--- src/rtl/uart_baud.sv ---
// rtl/uart_baud.sv - programmable baud tick generator with divisor-change detection
module uart_baud #(
    parameter int UBRR_W = 12
) (
    input  logic              clk,
    input  logic              rst,
    input  logic [UBRR_W-1:0] UBRR,
    output logic              ubrr_changed,
    output logic              baud
);

    logic [UBRR_W-1:0] ubrr_q, ubrr_d;
    logic [UBRR_W-1:0] cnt_q, cnt_d;
    logic              baud_q, baud_d;
    logic              chg_q, chg_d;

    // A divisor change wins over the tick so the old period is abandoned outright.
    always_comb begin
        ubrr_d = ubrr_q;
        cnt_d  = cnt_q;
        baud_d = 1'b0;
        chg_d  = 1'b0;
        if (UBRR != ubrr_q) begin
            ubrr_d = UBRR;
            cnt_d  = '0;
            chg_d  = 1'b1;
        end else if (cnt_q == ubrr_q) begin
            cnt_d  = '0;
            baud_d = 1'b1;
        end else begin
            cnt_d  = cnt_q + 1'b1;
        end
    end

    always_ff @(posedge clk) begin
        if (rst) begin
            ubrr_q <= '0;
            cnt_q  <= '0;
            baud_q <= 1'b0;
            chg_q  <= 1'b0;
        end else begin
            ubrr_q <= ubrr_d;
            cnt_q  <= cnt_d;
            baud_q <= baud_d;
            chg_q  <= chg_d;
        end
    end

    assign baud         = baud_q;
    assign ubrr_changed = chg_q;

endmodule

--- config.mk ---
export PLATFORM = sky130hd
export DESIGN_NAME = uart_baud
export DESIGN_NICKNAME = d
export VERILOG_FILES = /design/src/rtl/uart_baud.sv
export SDC_FILE = /design/constraint.sdc
export NUM_CORES = 1
export LEC_CHECK = 0
export ABC_AREA = 1
export BUFFER_PORTS_ARGS = -buffer_cell sky130_fd_sc_hd__buf_2
export CAP_MARGIN = 20
export CORE_AREA = 2 2 63 65
export DETAILED_ROUTE_END_ITERATION = 7
export DIE_AREA = 0 0 65 67
export PLACE_DENSITY = 0.6
export SLEW_MARGIN = 10
export SYNTH_ARGS = -nofsm -noshare
export SYNTH_HDL_FRONTEND = slang
export SYNTH_SLANG_ARGS = --single-unit
export TNS_END_PERCENT = 5
--- constraint.sdc ---
create_clock -name clk -period 1.9 [get_ports clk]
set_input_delay 0.38 -clock clk [delete_from_list [all_inputs] [get_ports clk]]
set_output_delay 0.38 -clock clk [all_outputs]
set_load 0.005 [all_outputs]
==> results of run 1 <==
==> worst paths after layout <==
| check | from | endpoint |
|---|---|---|
| min | UBRR[7] | ubrr_q[7]$_SDFFE_PP0P_ |
| max | ubrr_q[10]$_SDFFE_PP0P_ | baud$_SDFF_PP0_ |
| max reg2reg | ubrr_q[10]$_SDFFE_PP0P_ | baud$_SDFF_PP0_ |
| min reg2reg | cnt_q[0]$_SDFF_PP0_ | cnt_q[0]$_SDFF_PP0_ |
==> cells in the mapped netlist <==
cell      instances  area [µm²]
nand2_1          77         289
inv_1            36         135
dfxtp_1          26         521
nor2_1           24        90.1
nor3_2           11         110
xor2_1           10        87.6
nand3_1           4        20.0
nor2_2            4        25.0
inv_2             3        11.3
nand4_1           3        18.8
nor3_1            3        15.0
xnor2_1           3        26.3
buf_6             2        22.5
clkbuf_1          1        3.75
ha_1              1        12.5
nand2_2           1        6.26
nand3_2           1        10.0
o21ai_0           1        5.00
==> cell families after synthesis <==
logic type / share of synthesized area
AND/OR/NAND/NOR: 0.415
buffers and inverters: 0.123
flip-flops: 0.369
XOR/XNOR: 0.0808
AO/OA/AOI/OAI: 0.00355
adder cells (fa/ha/maj): 0.00888
==> state kept, by name, indices dropped and copies added (netlist names) <==
name and flops:
cnt_q 12, baud 1, ubrr_changed 1, ubrr_q 12
==> per-stage QoR <==
step            util  hold slack [ps]
2_1_floorplan      -              452
3_3_place_gp   0.427              508
3_5_place_dp   0.427              510
4_1_cts        0.442              321
5_1_grt        0.442              332
6_report       0.442              326
==> metal layers <==
layer  track usage  up-vias  share of wire
li1              -      661              -
met1         0.183      485           0.53
met2         0.197       18           0.41
met3        0.0169        5          0.032
met4        0.0718        0          0.024
met5             0        -              0
==> power groups by stage <==
stage | clock, mW | combinational (mW) | sequential, mW
CTS | 0.375 | 0.100 | 0.570
floorplan | 0 | 0.0676 | 0.581
global route | 0.402 | 0.115 | 0.573
detailed placement | 0 | 0.0999 | 0.583
global placement | 0 | 0.0992 | 0.583
finish | 0.356 | 0.0984 | 0.570
==> worst register-to-register path, stage by stage (launching register included) <==
cell and delay, ps:
dfxtp_1 370, inv_1 50, nand2_1 50, nand2_1 40, nor2_1 120, nand2_1 100
nor2_2 170, nand3_2 330, nor3_1 240
==> cells in the final DEF, fill, tap and decap left out, types with 3 or more instances in the layout <==
| cell | count |
|---|---|
| buf_4 | 3 |
| dfxtp_1 | 26 |
| nand3_1 | 4 |
| xor2_1 | 10 |
| nor2_1 | 24 |
| inv_2 | 3 |
| inv_1 | 36 |
| nand2_1 | 77 |
| nand4_1 | 3 |
| buf_2 | 15 |
| nor3_1 | 3 |
| xnor2_1 | 3 |
| clkbuf_8 | 4 |
| nor2_2 | 4 |
| nor3_2 | 11 |
==> area by class of cell <==
cell class	count	area, µm²	area share
clock buffer	4	55.1	0.0345
inverter	39	146	0.0918
multi-input combinational	143	716	0.449
sequential	26	520	0.326
tap	48	60.1	0.0376
timing repair buffer	18	97.6	0.0612
==> flow_summary.yaml, run 1 <==
run_status:
  outcome: "finished, final reports clean"
critical_path:
  critical_path_class: "reg2reg"
  arrival_ps: 1730
  worstPathRequired_ps: 2090
  critPathLaunchType: "flip-flop"
  end_kind: "flip-flop"
  critPathTopFamily: "simple AND/OR/NAND/NOR gates"
  cpMostUsedCell: "nand2_1"
  path_buf_inv: 1
  crit_chain: "inv_1 -> nand2_1 -> nand2_1 -> nor2_1 -> nand2_1 -> nor2_2 -> nand3_2 -> nor3_1"
  regToRegSetupSlack_ps: 360
  cp_max_fo: 13
  cp.depth: 8
  crit_slowest_cell: "dfxtp_1"
  critPathMaxStageDelay_ps: 370
  r2r.worst_path.cells: 8
grt:
  grt_pass1_vias: 993
  grt_max_degree: 15
  grtUsageTotal: 0.132
  overflow: 0
  grt_pass1_wl_mm: 4.37
  antenna_found_initial: 0
timing:
  finClkSkew_ps: 1.64
  layout_setup_ws_ps: 358
  relSlewSlack: 0.747
  report.final.slew_viol_count: 0
  worst_pin_slew_ps: 378
  setup_tns_ps: 0
  clock.fmax_ghz: 0.649
  period_needed_ps: 1540
  setup-violations-final: 0
  rsz0062_at_grt: "false"
  fin_crit_sh: 0.811
  hold_viol: 0
clock_network:
  clock_sink_count: 26
  post-cts-setup-buffers: 0
  ctsResizeCount: 0
  htree_levels: 1
  clk_path_buf_depth: 2
  clk_pin_slew_worst_paths_ps: 80
  cts-hold-fix-buffers: 0
  numCtsBuffers: 3
  cts_tree: "yes"
  cts.root.buffer_cell: "clkbuf_8"
  clkLatencyLatePin_ps: 270
power:
  fin_total_pwr_mw: 1.02
  combPwrFrac: 0.096
  p_leak_nw: 0.763
  power.switching_mw: 0.237
  vdd_ir_drop_max_mv: 0.224
  switching_share: 0.231
  power_frac_clock: 0.347
  powerDensity_mw_per_mm2: 642
  power.internal_mw: 0.787
  pwr-share-seq: 0.557
hold_path:
  hold_depth: 3
  hold_path_class: "in2reg"
route:
  vias: 1169
  first_pass_iters: 4
  vias_per_cell: 4.21
  detail-route-antenna-nets: 0
  wl_mm: 2.51
  drc: 0
  wl_per_cell_um: 9.02
  drt_iter0_drc: 49
finish:
  drive_gt1_frac: 0.183
  n_antenna_cell: 0
  fin_nets: 246
  finalInstanceArea_mm2: 0.00160
  syn_to_final_growth_pct: 13.2
  final_cells: 278
  nFillCells: 398
synthesis:
  synthCells: 211
  syn_nets: 226
  synth-seq-cells: 26
  mappedNetlistArea_mm2: 0.00141
  yosys.cell_types.count: 18
  avgSynthCellArea_um2: 6.68
  yosysSeqAreaShare: 0.369
  ys_warn_count: 0
die:
  coreArea_mm2: 0.00361
  initial_core_util: 0.391
  fp-row-count: 22
  die-area_mm2: 0.00436
  io_pins: 16
  die_y_um: 67
  dieWidth_um: 65
place:
  dp_hpwl_mm: 1.92
  portBuffers: 15
  place_area_mm2: 0.00154
  dpl_worst_slack_ps: 264
  placed_cells: 274
  gp_congestion: 0.787
flow_run:
  cap_violations: 0
Power figures use the tool's default switching activity.
==> inputs of run 2 (changes only) <==
==> constraint.sdc (replaced) <==
create_clock -name clk -period 1.55 [get_ports clk]
set_input_delay 0.31 -clock clk [delete_from_list [all_inputs] [get_ports clk]]
set_output_delay 0.31 -clock clk [all_outputs]
set_load 0.005 [all_outputs]
==> run 2 against run 1 <==
Compared with the run above: maximum frequency grew 12%; first-iteration DRC count shrank 29%; clock skew up 1.1 ps; setup slack got worse by 190 ps; utilization about the same; largest power group unchanged; highest routed layer unchanged.
==> flow_summary.yaml, run 2 (synthesis gave the netlist of run 1 again) <==
run_status:
  outcome: "finished, final reports clean"
timing:
  holdWs_ps: 253
  report.final.slew_viol_count: 0
  finClkSkew_ps: 2.78
  period_needed_ps: 1380
  clock.fmax_ghz: 0.725
  rsz0062_at_grt: "false"
  setup_tns_ps: 0
  fin_crit_sh: 0.890
  relSlewSlack: 0.858
  worst_pin_slew_ps: 212
  layout_setup_ws_ps: 171
  hold_viol: 0
  setup-violations-final: 0
critical_path:
  worstPathRequired_ps: 1750
  cp_max_fo: 5
  critical_path_class: "reg2reg"
  critPathLaunchType: "flip-flop"
  end_kind: "flip-flop"
  arrival_ps: 1580
clock_network:
  cts_tree: "yes"
  cts.root.buffer_cell: "clkbuf_8"
  htree_levels: 1
  clk_pin_slew_worst_paths_ps: 90
  clock_sink_count: 26
  clkLatencyLatePin_ps: 270
  numCtsBuffers: 3
  ctsResizeCount: 0
  clk_path_buf_depth: 2
  cts-hold-fix-buffers: 0
  post-cts-setup-buffers: 0
finish:
  fin_nets: 247
  largestRegisters: "cnt_q: 12 flops, ubrr_q: 12 flops"
  final_common_cell: "nand2_1"
  mostFrequentLayoutCells: "nand2_1 (77), inv_1 (36), dfxtp_1 (26)"
  syn_to_final_growth_pct: 13.1
  drive_gt1_frac: 0.183
  fin_util: 0.442
  n_antenna_cell: 0
die:
  io_pins: 16
  die_y_um: 67
  fp-row-count: 22
  die-area_mm2: 0.00436
  dieWidth_um: 65
  initial_core_util: 0.391
  coreArea_mm2: 0.00361
route:
  first_pass_iters: 4
  highest_layer: "met4"
  wl_per_cell_um: 9.07
  drt_iter0_drc: 35
  wl_met2_mm: 1.11
  detail-route-antenna-nets: 0
  dr_wl_met3_um: 79
  wl_mm: 2.52
  drc: 0
  vias_per_cell: 4.23
  vias: 1175
  wl_met1_mm: 1.29
hold_path:
  hold_path_class: "in2reg"
grt:
  antenna_found_initial: 0
  grt_pass1_vias: 1157
  grt_max_degree: 14
  overflow: 0
  grt_pass1_wl_mm: 4.68
  grtUsageTotal: 0.139
place:
  dpl_worst_slack_ps: 149
  dp_hpwl_mm: 1.97
  portBuffers: 15
  gp_congestion: 0.785
power:
  p_leak_nw: 0.760
  vdd_ir_drop_max_mv: 0.324
  powerDensity_mw_per_mm2: 755
flow_run:
  cap_violations: 0
==> run 2: where the power goes <==
part / switching, mW / leakage (nW) / internal (mW)
Clock: 0.209 / 0.0216 / 0.174
Combinational: 0.0693 / 0.525 / 0.0521
Sequential: 0.0128 / 0.213 / 0.686
Total: 0.291 / 0.760 / 0.912
==> run 2: layout make-up <==
type | instances | area, µm²
clock buffers | 3 | 41.3
well taps | 48 | 60.1
repair buffers | 19 | 105
multi-input cells | 143 | 721
flip-flops and latches | 26 | 520
inverters | 39 | 146
fillers | 376 | 2010
==> run 2: metal layers <==
metal  track usage  up-vias
met3        0.0186        4
met4        0.0559        0
met1         0.178      495
met5             0        -
met2         0.235       17
li1              -      659
==> run 2: path summary, 6_finish.rpt <==
check | start | depth (start not counted) | end | slack, ps
worst max-delay path | cnt_q[0]$_SDFF_PP0_ | 6 | cnt_q[6]$_SDFF_PP0_ | 170
worst min-delay path | UBRR[7] | 3 | ubrr_q[7]$_SDFFE_PP0P_ | 250
worst max register to register | cnt_q[0]$_SDFF_PP0_ | 6 | cnt_q[6]$_SDFF_PP0_ | 170
worst min register to register | cnt_q[0]$_SDFF_PP0_ | 1 | cnt_q[0]$_SDFF_PP0_ | 530
==> run 2: worst max-delay path, cell delays in order (launching register included) <==
cell	delay (ps)
dfxtp_1	430
ha_1	210
nand2_1	110
nor2_4	150
nand3_1	100
xor2_1	160
nor3_2	150
==> run 2: per-stage QoR <==
| stage | std cells | cell area [µm²] | power, mW |
|---|---|---|---|
| after detailed placement | 275 | 1550 | 0.838 |
| after global placement | 275 | 1550 | 0.836 |
| after global routing | 278 | 1590 | 1.27 |
| after CTS | 278 | 1590 | 1.22 |
| final | 278 | 1590 | 1.20 |
| after floorplan | 211 | 1410 | 0.795 |
==> inputs of run 3 (changes only) <==
==> constraint.sdc (replaced) <==
create_clock -name clk -period 1.7 [get_ports clk]
set_input_delay 0.34 -clock clk [delete_from_list [all_inputs] [get_ports clk]]
set_output_delay 0.34 -clock clk [all_outputs]
set_load 0.005 [all_outputs]
==> run 3 against run 2 <==
Compared with the run above: setup slack improved by 94 ps; worst hold slack improved by 35 ps; register-to-register slack improved by 90 ps; clock skew about the same; highest routed layer unchanged.
==> flow_summary.yaml, run 3 (synthesis gave the netlist of run 1 again) <==
grt:
  grt_pass1_wl_mm: 4.39
  grt_pass1_vias: 1025
  overflow: 0
  antenna_found_initial: 0
  grt_max_degree: 15
  grtUsageTotal: 0.131
critical_path:
  regToRegSetupSlack_ps: 270
  r2r_start: "cnt_q[0]$_SDFF_PP0_"
  worstPathRequired_ps: 1910
  r2r.worst_path.cells: 6
  critPathLaunchType: "flip-flop"
  end_kind: "flip-flop"
  reg2reg_to: "cnt_q[6]$_SDFF_PP0_"
  critical_path_class: "reg2reg"
  arrival_ps: 1640
  cp_max_fo: 5
clock_network:
  cts_tree: "yes"
  cts-hold-fix-buffers: 0
  cts.root.buffer_cell: "clkbuf_8"
  clk_path_buf_depth: 2
  ctsResizeCount: 0
  clkLatencyLatePin_ps: 270
  numCtsBuffers: 3
  htree_levels: 1
  clock_sink_count: 26
  clk_pin_slew_worst_paths_ps: 90
  post-cts-setup-buffers: 0
flow_run:
  cap_violations: 0
die:
  io_pins: 16
  die-area_mm2: 0.00436
  die_y_um: 67
  dieWidth_um: 65
  initial_core_util: 0.391
  coreArea_mm2: 0.00361
  fp-row-count: 22
hold_path:
  hold_depth: 3
  hold_start: "UBRR[6]"
  hold_path_class: "in2reg"
  holdPathEnd: "ubrr_q[6]$_SDFFE_PP0P_"
place:
  dp_hpwl_mm: 2.00
  dpl_worst_slack_ps: 274
  place_area_mm2: 0.00154
  gp_congestion: 0.747
  portBuffers: 15
  placed_cells: 274
timing:
  relSlewSlack: 0.829
  finClkSkew_ps: 2.64
  worst_pin_slew_ps: 257
  report.final.slew_viol_count: 0
  layout_setup_ws_ps: 265
  fin_crit_sh: 0.844
  clock.fmax_ghz: 0.697
  period_needed_ps: 1430
  rsz0062_at_grt: "false"
  setup-violations-final: 0
  hold_viol: 0
  setup_tns_ps: 0
finish:
  finalInstanceArea_mm2: 0.00160
  n_antenna_cell: 0
  final_cells: 278
  nFillCells: 388
  largestRegisters: "cnt_q: 12 flops, ubrr_q: 12 flops"
  final_common_cell: "nand2_1"
  mostFrequentLayoutCells: "nand2_1 (77), inv_1 (36), dfxtp_1 (26)"
  fin_nets: 246
  drive_gt1_frac: 0.183
  syn_to_final_growth_pct: 13.2
route:
  drc: 0
  wl_mm: 2.52
  vias: 1166
  vias_per_cell: 4.19
  first_pass_iters: 4
  drt_iter0_drc: 37
  wl_per_cell_um: 9.05
  detail-route-antenna-nets: 0
power:
  p_leak_nw: 0.762
  vdd_ir_drop_max_mv: 0.360
  powerDensity_mw_per_mm2: 721
  fin_total_pwr_mw: 1.15
run_status:
  outcome: "finished, final reports clean"
## run 3: power breakdown
group / switching (mW) / internal (mW) / total, mW
Combinational: 0.0631 / 0.0467 / 0.110
Sequential: 0.0116 / 0.625 / 0.637
Clock: 0.197 / 0.207 / 0.404
Total: 0.271 / 0.879 / 1.15
## run 3: stage by stage
stage          hold slack [ps]  utilization
2_1_floorplan              412            -
3_3_place_gp               518        0.427
3_5_place_dp               527        0.427
4_1_cts                    284        0.442
5_1_grt                    304        0.442
6_report                   288        0.442
## run 3: critical path, cell delays in order (launching register included)
cell	delay [ps]
dfxtp_1	430
ha_1	220
nand2_1	70
nor2_2	220
nand3_1	130
xor2_1	170
nor3_2	140
## run 3: worst max path at each step
stage | start | end | slack [ps] | cells past startpoint
6_report | cnt_q[0]$_SDFF_PP0_ | cnt_q[6]$_SDFF_PP0_ | 270 | 6
4_1_cts | cnt_q[0]$_SDFF_PP0_ | cnt_q[10]$_SDFF_PP0_ | 250 | 7
3_3_place_gp | cnt_q[0]$_SDFF_PP0_ | cnt_q[10]$_SDFF_PP0_ | 250 | 7
3_5_place_dp | cnt_q[0]$_SDFF_PP0_ | cnt_q[10]$_SDFF_PP0_ | 270 | 7
2_1_floorplan | cnt_q[0]$_SDFF_PP0_ | cnt_q[6]$_SDFF_PP0_ | 450 | 6
5_1_grt | cnt_q[0]$_SDFF_PP0_ | cnt_q[6]$_SDFF_PP0_ | 110 | 6
## run 3: area by class of cell
class,instances,area [µm²],area share
clock buffers,4,55.1,0.0345
inverters,39,146,0.0918
multi-input cells,143,716,0.449
repair buffers,18,97.6,0.0612
flip-flops and latches,26,520,0.326
well taps,48,60.1,0.0376
## run 3: layer usage
metal	track usage	routed length [µm]
met5	0	0
met4	0.0479	40
met3	0.0152	75
met1	0.183	1290
met2	0.207	1110
